<file path="config.mk">
export PLATFORM = sky130hd
export DESIGN_NAME = power_estimator_flat
export DESIGN_NICKNAME = d
export VERILOG_FILES = /design/src/rtl/power_estimator_pkg.sv /design/src/rtl/power_estimator_if.sv /design/src/rtl/power_estimator_square_reg.sv /design/src/rtl/power_estimator.sv /design/src/flat_wrapper.sv
export SDC_FILE = /design/constraint.sdc
export NUM_CORES = 2
export LEC_CHECK = 0
export CAP_MARGIN = 20
export CORE_MARGIN = 2
export CORE_UTILIZATION = 40
export DETAILED_ROUTE_END_ITERATION = 7
export PLACE_DENSITY = 0.54
export REMOVE_ABC_BUFFERS = 1
export SLEW_MARGIN = 25
export SYNTH_ARGS = -nofsm -noshare
export SYNTH_HDL_FRONTEND = slang
export SYNTH_HIERARCHICAL = 1
export SYNTH_SLANG_ARGS = --single-unit
export TNS_END_PERCENT = 5
</file>
<file path="constraint.sdc">
create_clock -name clk -period 7.3 [get_ports clk]
set_input_delay 2.19 -clock clk [delete_from_list [all_inputs] [get_ports clk]]
set_output_delay 2.19 -clock clk [all_outputs]
set_load 0.05 [all_outputs]
</file>
<file path="src/rtl/power_estimator_pkg.sv">
// Shared types and width helpers for the windowed power estimator.
package power_estimator_pkg;

    typedef enum logic [1:0] {
        ST_IDLE  = 2'd0,
        ST_ACCUM = 2'd1,
        ST_DRAIN = 2'd2,
        ST_HOLD  = 2'd3
    } state_t;

    // Accumulator width: a sum of 2^log2_win squares can never overflow it.
    function automatic int acc_width(input int data_w, input int log2_win);
        return 2 * data_w + log2_win;
    endfunction

endpackage

</file>
<file path="src/rtl/power_estimator_if.sv">
// Sample-in / power-out stream bundle between the sample source, the estimator and the capacity stage.
interface power_estimator_if #(
    parameter int DATA_W   = 16,
    parameter int LOG2_WIN = 4
);
    logic                    in_valid;
    logic                    in_ready;
    logic signed [DATA_W-1:0] sig_sample;
    logic signed [DATA_W-1:0] noise_sample;
    logic                    out_valid;
    logic                    out_ready;
    logic [2*DATA_W-1:0]     s_pow;
    logic [2*DATA_W-1:0]     n_pow;
    logic                    n_zero;
    logic [LOG2_WIN-1:0]     win_count;

    modport master (
        output in_valid, sig_sample, noise_sample, out_ready,
        input  in_ready, out_valid, s_pow, n_pow, n_zero, win_count
    );

    modport slave (
        input  in_valid, sig_sample, noise_sample, out_ready,
        output in_ready, out_valid, s_pow, n_pow, n_zero, win_count
    );
endinterface

</file>
<file path="src/rtl/power_estimator_square_reg.sv">
// One-stage registered signed squarer with a valid bit; the square is always non-negative.
module square_reg #(
    parameter int DATA_W = 16
) (
    input  logic                     clk,
    input  logic                     reset,
    input  logic                     i_valid,
    input  logic signed [DATA_W-1:0] i_sample,
    output logic                     o_valid,
    output logic [2*DATA_W-1:0]      o_square
);
    logic signed [2*DATA_W-1:0] w_ext;
    logic signed [2*DATA_W-1:0] w_product;
    logic                       r_valid;
    logic [2*DATA_W-1:0]        r_square;

    // (-2^(DATA_W-1))^2 = 2^(2*DATA_W-2) still fits the unsigned result.
    assign w_ext     = {{DATA_W{i_sample[DATA_W-1]}}, i_sample};
    assign w_product = w_ext * w_ext;

    always_ff @(posedge clk or posedge reset) begin
        if (reset) begin
            r_valid  <= 1'b0;
            r_square <= '0;
        end else begin
            r_valid <= i_valid;
            if (i_valid) r_square <= unsigned'(w_product);
        end
    end

    assign o_valid  = r_valid;
    assign o_square = r_square;
endmodule

</file>
<file path="src/rtl/power_estimator.sv">
// Windowed mean-square estimator: averages sig^2 and noise^2 over 2^LOG2_WIN accepted samples.
//   state | meaning
//   IDLE  | one cycle after reset, not yet accepting
//   ACCUM | accepting samples, counting the window
//   DRAIN | waiting for the last square to land in the accumulators
//   HOLD  | result presented until downstream takes it
module power_estimator
    import power_estimator_pkg::*;
#(
    parameter int DATA_W   = 16,
    parameter int LOG2_WIN = 4
) (
    input  logic                clk,
    input  logic                reset,
    power_estimator_if.slave    bus
);
    localparam int ACC_W = acc_width(DATA_W, LOG2_WIN);
    localparam int PW    = 2 * DATA_W;
    localparam logic [LOG2_WIN-1:0] LAST = '1;

    state_t              r_state;
    state_t              w_state_next;
    logic                w_in_ready;
    logic                w_in_fire;
    logic                w_out_fire;
    logic                w_sq_valid_s;
    logic                w_sq_valid_n;
    logic                w_sq_valid;
    logic [PW-1:0]       w_sq_s;
    logic [PW-1:0]       w_sq_n;
    logic [ACC_W-1:0]    r_acc_s;
    logic [ACC_W-1:0]    r_acc_n;
    logic [LOG2_WIN-1:0] r_win_count;
    logic [PW-1:0]       r_s_pow;
    logic [PW-1:0]       r_n_pow;
    logic                r_n_zero;
    logic                r_out_valid;

    assign w_in_fire  = bus.in_valid && w_in_ready;
    assign w_out_fire = r_out_valid && bus.out_ready;
    assign w_sq_valid = w_sq_valid_s && w_sq_valid_n;

    square_reg #(.DATA_W(DATA_W)) u_sq_sig (
        .clk(clk), .reset(reset), .i_valid(w_in_fire), .i_sample(bus.sig_sample),
        .o_valid(w_sq_valid_s), .o_square(w_sq_s)
    );

    square_reg #(.DATA_W(DATA_W)) u_sq_noise (
        .clk(clk), .reset(reset), .i_valid(w_in_fire), .i_sample(bus.noise_sample),
        .o_valid(w_sq_valid_n), .o_square(w_sq_n)
    );

    always_ff @(posedge clk or posedge reset) begin
        if (reset) r_state <= ST_IDLE;
        else       r_state <= w_state_next;
    end

    always_comb begin
        w_state_next = r_state;
        case (r_state)
            ST_IDLE:  w_state_next = ST_ACCUM;
            ST_ACCUM: if (w_in_fire && r_win_count == LAST) w_state_next = ST_DRAIN;
            ST_DRAIN: if (!w_sq_valid) w_state_next = ST_HOLD;
            ST_HOLD:  if (w_out_fire) w_state_next = ST_ACCUM;
            default:  w_state_next = ST_IDLE;
        endcase
    end

    always_comb begin
        w_in_ready = (r_state == ST_ACCUM);
    end

    always_ff @(posedge clk or posedge reset) begin
        if (reset) begin
            r_acc_s     <= '0;
            r_acc_n     <= '0;
            r_win_count <= '0;
            r_s_pow     <= '0;
            r_n_pow     <= '0;
            r_n_zero    <= 1'b0;
            r_out_valid <= 1'b0;
        end else begin
            if (w_in_fire) r_win_count <= r_win_count + 1'b1;

            if (r_state == ST_HOLD && w_out_fire) begin
                r_acc_s     <= '0;
                r_acc_n     <= '0;
                r_out_valid <= 1'b0;
            end else if (w_sq_valid) begin
                r_acc_s <= r_acc_s + ACC_W'(w_sq_s);
                r_acc_n <= r_acc_n + ACC_W'(w_sq_n);
            end

            // DRAIN exits only once the final square has been summed.
            if (r_state == ST_DRAIN && !w_sq_valid) begin
                r_s_pow     <= r_acc_s[ACC_W-1:LOG2_WIN];
                r_n_pow     <= r_acc_n[ACC_W-1:LOG2_WIN];
                r_n_zero    <= (r_acc_n[ACC_W-1:LOG2_WIN] == '0);
                r_out_valid <= 1'b1;
            end
        end
    end

    assign bus.in_ready  = w_in_ready;
    assign bus.out_valid = r_out_valid;
    assign bus.s_pow     = r_s_pow;
    assign bus.n_pow     = r_n_pow;
    assign bus.n_zero    = r_n_zero;
    assign bus.win_count = r_win_count;
endmodule

</file>
<file path="src/flat_wrapper.sv">
// flat-port wrapper written by rule: the top's interface ports become plain ports
module power_estimator_flat import power_estimator_pkg::*;
#(
    parameter int DATA_W   = 16,
    parameter int LOG2_WIN = 4
)
  (clk, reset, bus_in_valid, bus_sig_sample, bus_noise_sample, bus_out_ready, bus_in_ready, bus_out_valid, bus_s_pow, bus_n_pow, bus_n_zero, bus_win_count);
  power_estimator_if #(.DATA_W(DATA_W), .LOG2_WIN(LOG2_WIN)) bus_i ();
  input  logic clk;
  input  logic reset;
  input wire logic [$bits(bus_i.in_valid)-1:0] bus_in_valid;
  input wire logic [$bits(bus_i.sig_sample)-1:0] bus_sig_sample;
  input wire logic [$bits(bus_i.noise_sample)-1:0] bus_noise_sample;
  input wire logic [$bits(bus_i.out_ready)-1:0] bus_out_ready;
  output wire logic [$bits(bus_i.in_ready)-1:0] bus_in_ready;
  output wire logic [$bits(bus_i.out_valid)-1:0] bus_out_valid;
  output wire logic [$bits(bus_i.s_pow)-1:0] bus_s_pow;
  output wire logic [$bits(bus_i.n_pow)-1:0] bus_n_pow;
  output wire logic [$bits(bus_i.n_zero)-1:0] bus_n_zero;
  output wire logic [$bits(bus_i.win_count)-1:0] bus_win_count;
  assign bus_i.in_valid = bus_in_valid;
  assign bus_i.sig_sample = bus_sig_sample;
  assign bus_i.noise_sample = bus_noise_sample;
  assign bus_i.out_ready = bus_out_ready;
  assign bus_in_ready = bus_i.in_ready;
  assign bus_out_valid = bus_i.out_valid;
  assign bus_s_pow = bus_i.s_pow;
  assign bus_n_pow = bus_i.n_pow;
  assign bus_n_zero = bus_i.n_zero;
  assign bus_win_count = bus_i.win_count;
  power_estimator #(.DATA_W(DATA_W), .LOG2_WIN(LOG2_WIN)) u_core (.clk(clk), .reset(reset), .bus(bus_i));
endmodule
</file>
==> metrics.md <==
| Metric | Value |
|---|---|
| Wire length reported by the detailed router | `approximately 74 mm` |
| Post-DP HPWL | `about 60 mm` |
| Vias in the first global route | `around 25000` |
| Prevailing post-synth register cell | `dfrtp_1` |
| Achievable Freq | `between 0.1 and 0.15 GHz` |
| Antenna cells | `0` |
| Maxcap violations | `0` |
| Cell at the root of the clock tree | `clkbuf_16` |
| Hold WS | `0.4720 ns` |
| Port-buffer cells | `106` |
| First-pass GRT wire length | `about 130 mm` |
| Slew Limit Fails | `0` |
| Fill cells | `between 6000 and 7000` |
| Standard-cell rows | `approximately 100` |
| H-Tree Depth | `1` |
| Number of cells on the critical path | `18` |
| Slowest cell on the critical path | `fa_2` |
| Worst-Skew Late Latency | `between 0.5 and 0.6 ns` |
| Final Cell Area | `between 30000 and 40000 µm²` |
| Layout-stage area growth over the synthesis result | `26.27%` |
| Clock tree skew after final layout | `0.01212 ns` |
| Routability cong. | `around 0.87` |
| Min-Delay Path Class | `reg2reg` |
| Worst path bufs/invs | `3` |
| Number of enable flip-flop cells after synthesis | `0` |
| Pre-Repair DR Iteration Count | `5` |
| Cell count after synthesis | `around 3300` |
| Hold Violations, Final | `0` |
| TritonCTS clock tree | `yes` |
| Number of warning messages in the yosys log | `6` |
| Number of nets still failing antenna checks after routing | `0` |
| Post-Syn Area | `29660 µm²` |
| Gr ovfl total | `0` |
| Final Critical Period | `7.180 ns` |
| Worst-margin pin slew | `0.7633 ns` |
| Top cell by count, worst path | `fa_1` |
| Initial core utilization | `between 40% and 50%` |
| Routed WL per cell | `15.62 µm` |
| Die Wd | `approximately 280 µm` |
| Total track usage | `between 20% and 30%` |
| Sort of element at the end of the critical path | `flip-flop` |
| Final worst-path setup slack | `0.1203 ns` |
| Kind of critical path | `in2reg` |
| Worst relative slew slack | `between 40% and 50%` |
| Pre-CTS setup slack | `-1.085 ns` |
| Area post-placement | `between 30000 and 40000 µm²` |
| Register Area | `~5200 µm²` |
| Number of CTS-inserted buffers | `24` |
| Final Net Count | `between 4000 and 5000` |
| Vias | `between 20000 and 25000` |
| Average via count per standard cell | `4.844` |
| Depth of the worst hold-timing path | `2` |
| Share of async-settable or async-resettable flops after synthesis | `100.0%` |
| Flops & latches, synth | `208` |
| Endpoints failing setup | `0` |
| Layout cell share with drive strength beyond 1 | `between 20% and 30%` |
| Run status | `finished clean` |
| Pin count of the biggest net entering global routing | `70` |
| Reg2reg path depth | `12` |
| 1st-iter DRT viols | `1007` |
| Synth Area per Inst | `9.069 µm²` |
| IO Pins | `around 110` |
| Die area | `~76000 µm²` |
| Clock sink count | `between 200 and 250` |
| Unrepaired setup endpoints after global routing | `true` |
| Core box area | `between 70000 and 80000 µm²` |
| Required @ worst endpoint | `7.65 ns` |
| Die Y | `between 200 and 300 µm` |
| Top cell family by delay on the critical path | `adder cells` |
| Clock slew at reported path FFs | `0.06 ns` |
| Cell chain of the critical path | `buf_4 -> and2_4 -> fa_2 -> fa_1 -> fa_1 -> fa_1 -> fa_1 -> inv_1 -> fa_1 -> inv_2 -> ha_4 -> a21o_1 -> a31o_1 -> a221o_1 -> or3_1 -> o22a_2 -> xnor2_1 -> a21oi_1` |
| Tcrit/Tclk final | `a little over nine tenths` |
| Post-synth cell types | `96` |
| Area of the multi-input gates | `22510 µm²` |
| Final design utilization | `between 50% and 60%` |
| Share of the yosys chip area belonging to registers | `between 10% and 20%` |
| Critical Path Start Type | `input port` |
| Endpoint arrival time on the critical path | `around 7.5 ns` |
| Critical path peak fanout | `5` |
| Antenna violations before repair | `0` |
| DRC violation count after routing | `0` |
| Buffer depth of the longest clock path | `3` |
| Largest stage delay, worst path | `around 0.66 ns` |
-- sequential cells by signal, indices dropped and copies added, names as in the netlist --
register,count
u_core/bus.out_valid,1
u_core/r_state,2
u_core/bus.s_pow,32
u_core/u_sq_sig/o_square,31
u_core/bus.n_zero,1
u_core/bus.n_pow,32
u_core/u_sq_noise/o_valid,1
u_core/u_sq_noise/o_square,31
u_core/u_sq_sig/o_valid,1
u_core/r_acc_s,36
u_core/bus.win_count,4
u_core/r_acc_n,36
-- per-layer routing --
layer | GRT usage, % | share of wire [%]
met1 | 28.74 | 48
met2 | 34.82 | 48
met3 | 1.048 | 2.4
met4 | 2.606 | 1.2
met5 | 0 | 0
-- final cells by class --
type | count | share of cell area [%]
clock buffer | 33 | 1.884
timing repair buffer | 602 | 13.55
sequential | 208 | 13.90
multi-input combinational | 2270 | 60.10
tap | 959 | 3.204
inverter | 678 | 6.846
clock inverter | 11 | 0.5179
-- worst min-delay path, delay by kind of cell, from the launching register on --
family,cells,cell delay (ns)
flip-flops,1,0.34
AND/OR/NAND/NOR,2,0.10
-- through the flow --
stage	instances	TNS, ns
final	4761	0
after global routing	4761	-0.4172
after CTS	4741	-0.01090
after detailed placement	4639	-33.36
after global placement	4639	-32.21
after floorplan	3156	-4.141
-- synthesized netlist by cell type, types with 13 or more instances --
master	instances	area, µm²
inv_1	678	2545
nand2_1	496	1862
fa_1	468	9369
ha_1	247	3090
dfrtp_1	208	5205
a21oi_1	153	765.7
nor2_1	114	427.9
clkbuf_1	96	360.4
xnor2_1	90	788.3
and2_1	88	550.5
a21o_1	58	435.4
o21ai_0	57	285.3
nand3_1	42	210.2
mux2_2	40	450.4
xor2_1	37	324.1
a31oi_1	24	150.1
nor3_1	24	120.1
o21ai_1	24	120.1
nand4_1	23	143.9
nand2b_1	22	137.6
a211oi_1	19	142.6
and3_1	19	118.9
mux2i_1	18	180.2
nor2b_1	16	100.1
nor4_1	15	93.84
o21bai_1	14	105.1
buf_1	13	48.80
o211ai_1	13	97.59
-- worst paths after layout --
path | slack, ns | startpoint | end
worst max-delay path | 0.12 | bus_noise_sample[1] | u_core/u_sq_noise/o_square[27]
worst min-delay path | 0.47 | u_core/bus.n_pow[29] | u_core/bus.n_pow[29]
worst max register to register | 4.15 | u_core/u_sq_noise/o_square[0] | u_core/r_acc_n[34]
worst min register to register | 0.47 | u_core/bus.n_pow[29] | u_core/bus.n_pow[29]
max in group asynchronous | 3.90 | reset | u_core/bus.s_pow[28]
min in group asynchronous | 2.07 | reset | u_core/u_sq_noise/o_square[30]
-- what timing repair did --
action / in CTS / in global routing
pin swaps: 85 / 128
gates resized for setup: 236 / 209
setup endpoints to repair: 37 / 39
buffers inserted: 57 / 29
cloned: 1 / 0
hold buffers: 0 / 0
-- cell families (layout without fill, tap and decap cells) --
| family | count (synthesis) | after routing | share of synthesized area (%) |
|---|---|---|---|
| simple gates | 902 | 902 | 13.87 |
| xor+xnor | 127 | 127 | 3.751 |
| other cells | 2 | 2 | 0.02532 |
| compound gates | 464 | 464 | 10.49 |
| mux | 60 | 60 | 2.215 |
| fa+ha+maj | 715 | 715 | 42.01 |
| flops | 208 | 208 | 17.55 |
| buf+inv | 792 | 1324 | 10.08 |
-- placed cells by master (no fill, tap or decap), types with 17 or more instances in the layout --
cell               n
inv_2             41
buf_4            446
nand2_1          475
a211oi_1          17
a21oi_2           17
buf_6             37
clkbuf_16         25
a21o_1            58
clkdlybuf4s50_1   74
dfrtp_1          208
xnor2_1           83
buf_12            17
ha_1             215
mux2_2            38
nand4_1           23
and3_1            17
ha_4              28
mux2i_1           18
o21ai_1           27
fa_2              51
o21ai_0           49
and2_4            19
fa_1             417
and2_1            68
a31oi_1           21
nor3_1            21
nor2_1           100
a21oi_1          140
nand2b_1          20
xor2_1            36
nand3_1           38
inv_1            631
Power is not shown: default switching activity piles up to over one toggle a cycle in this logic, so the estimate is an artifact.
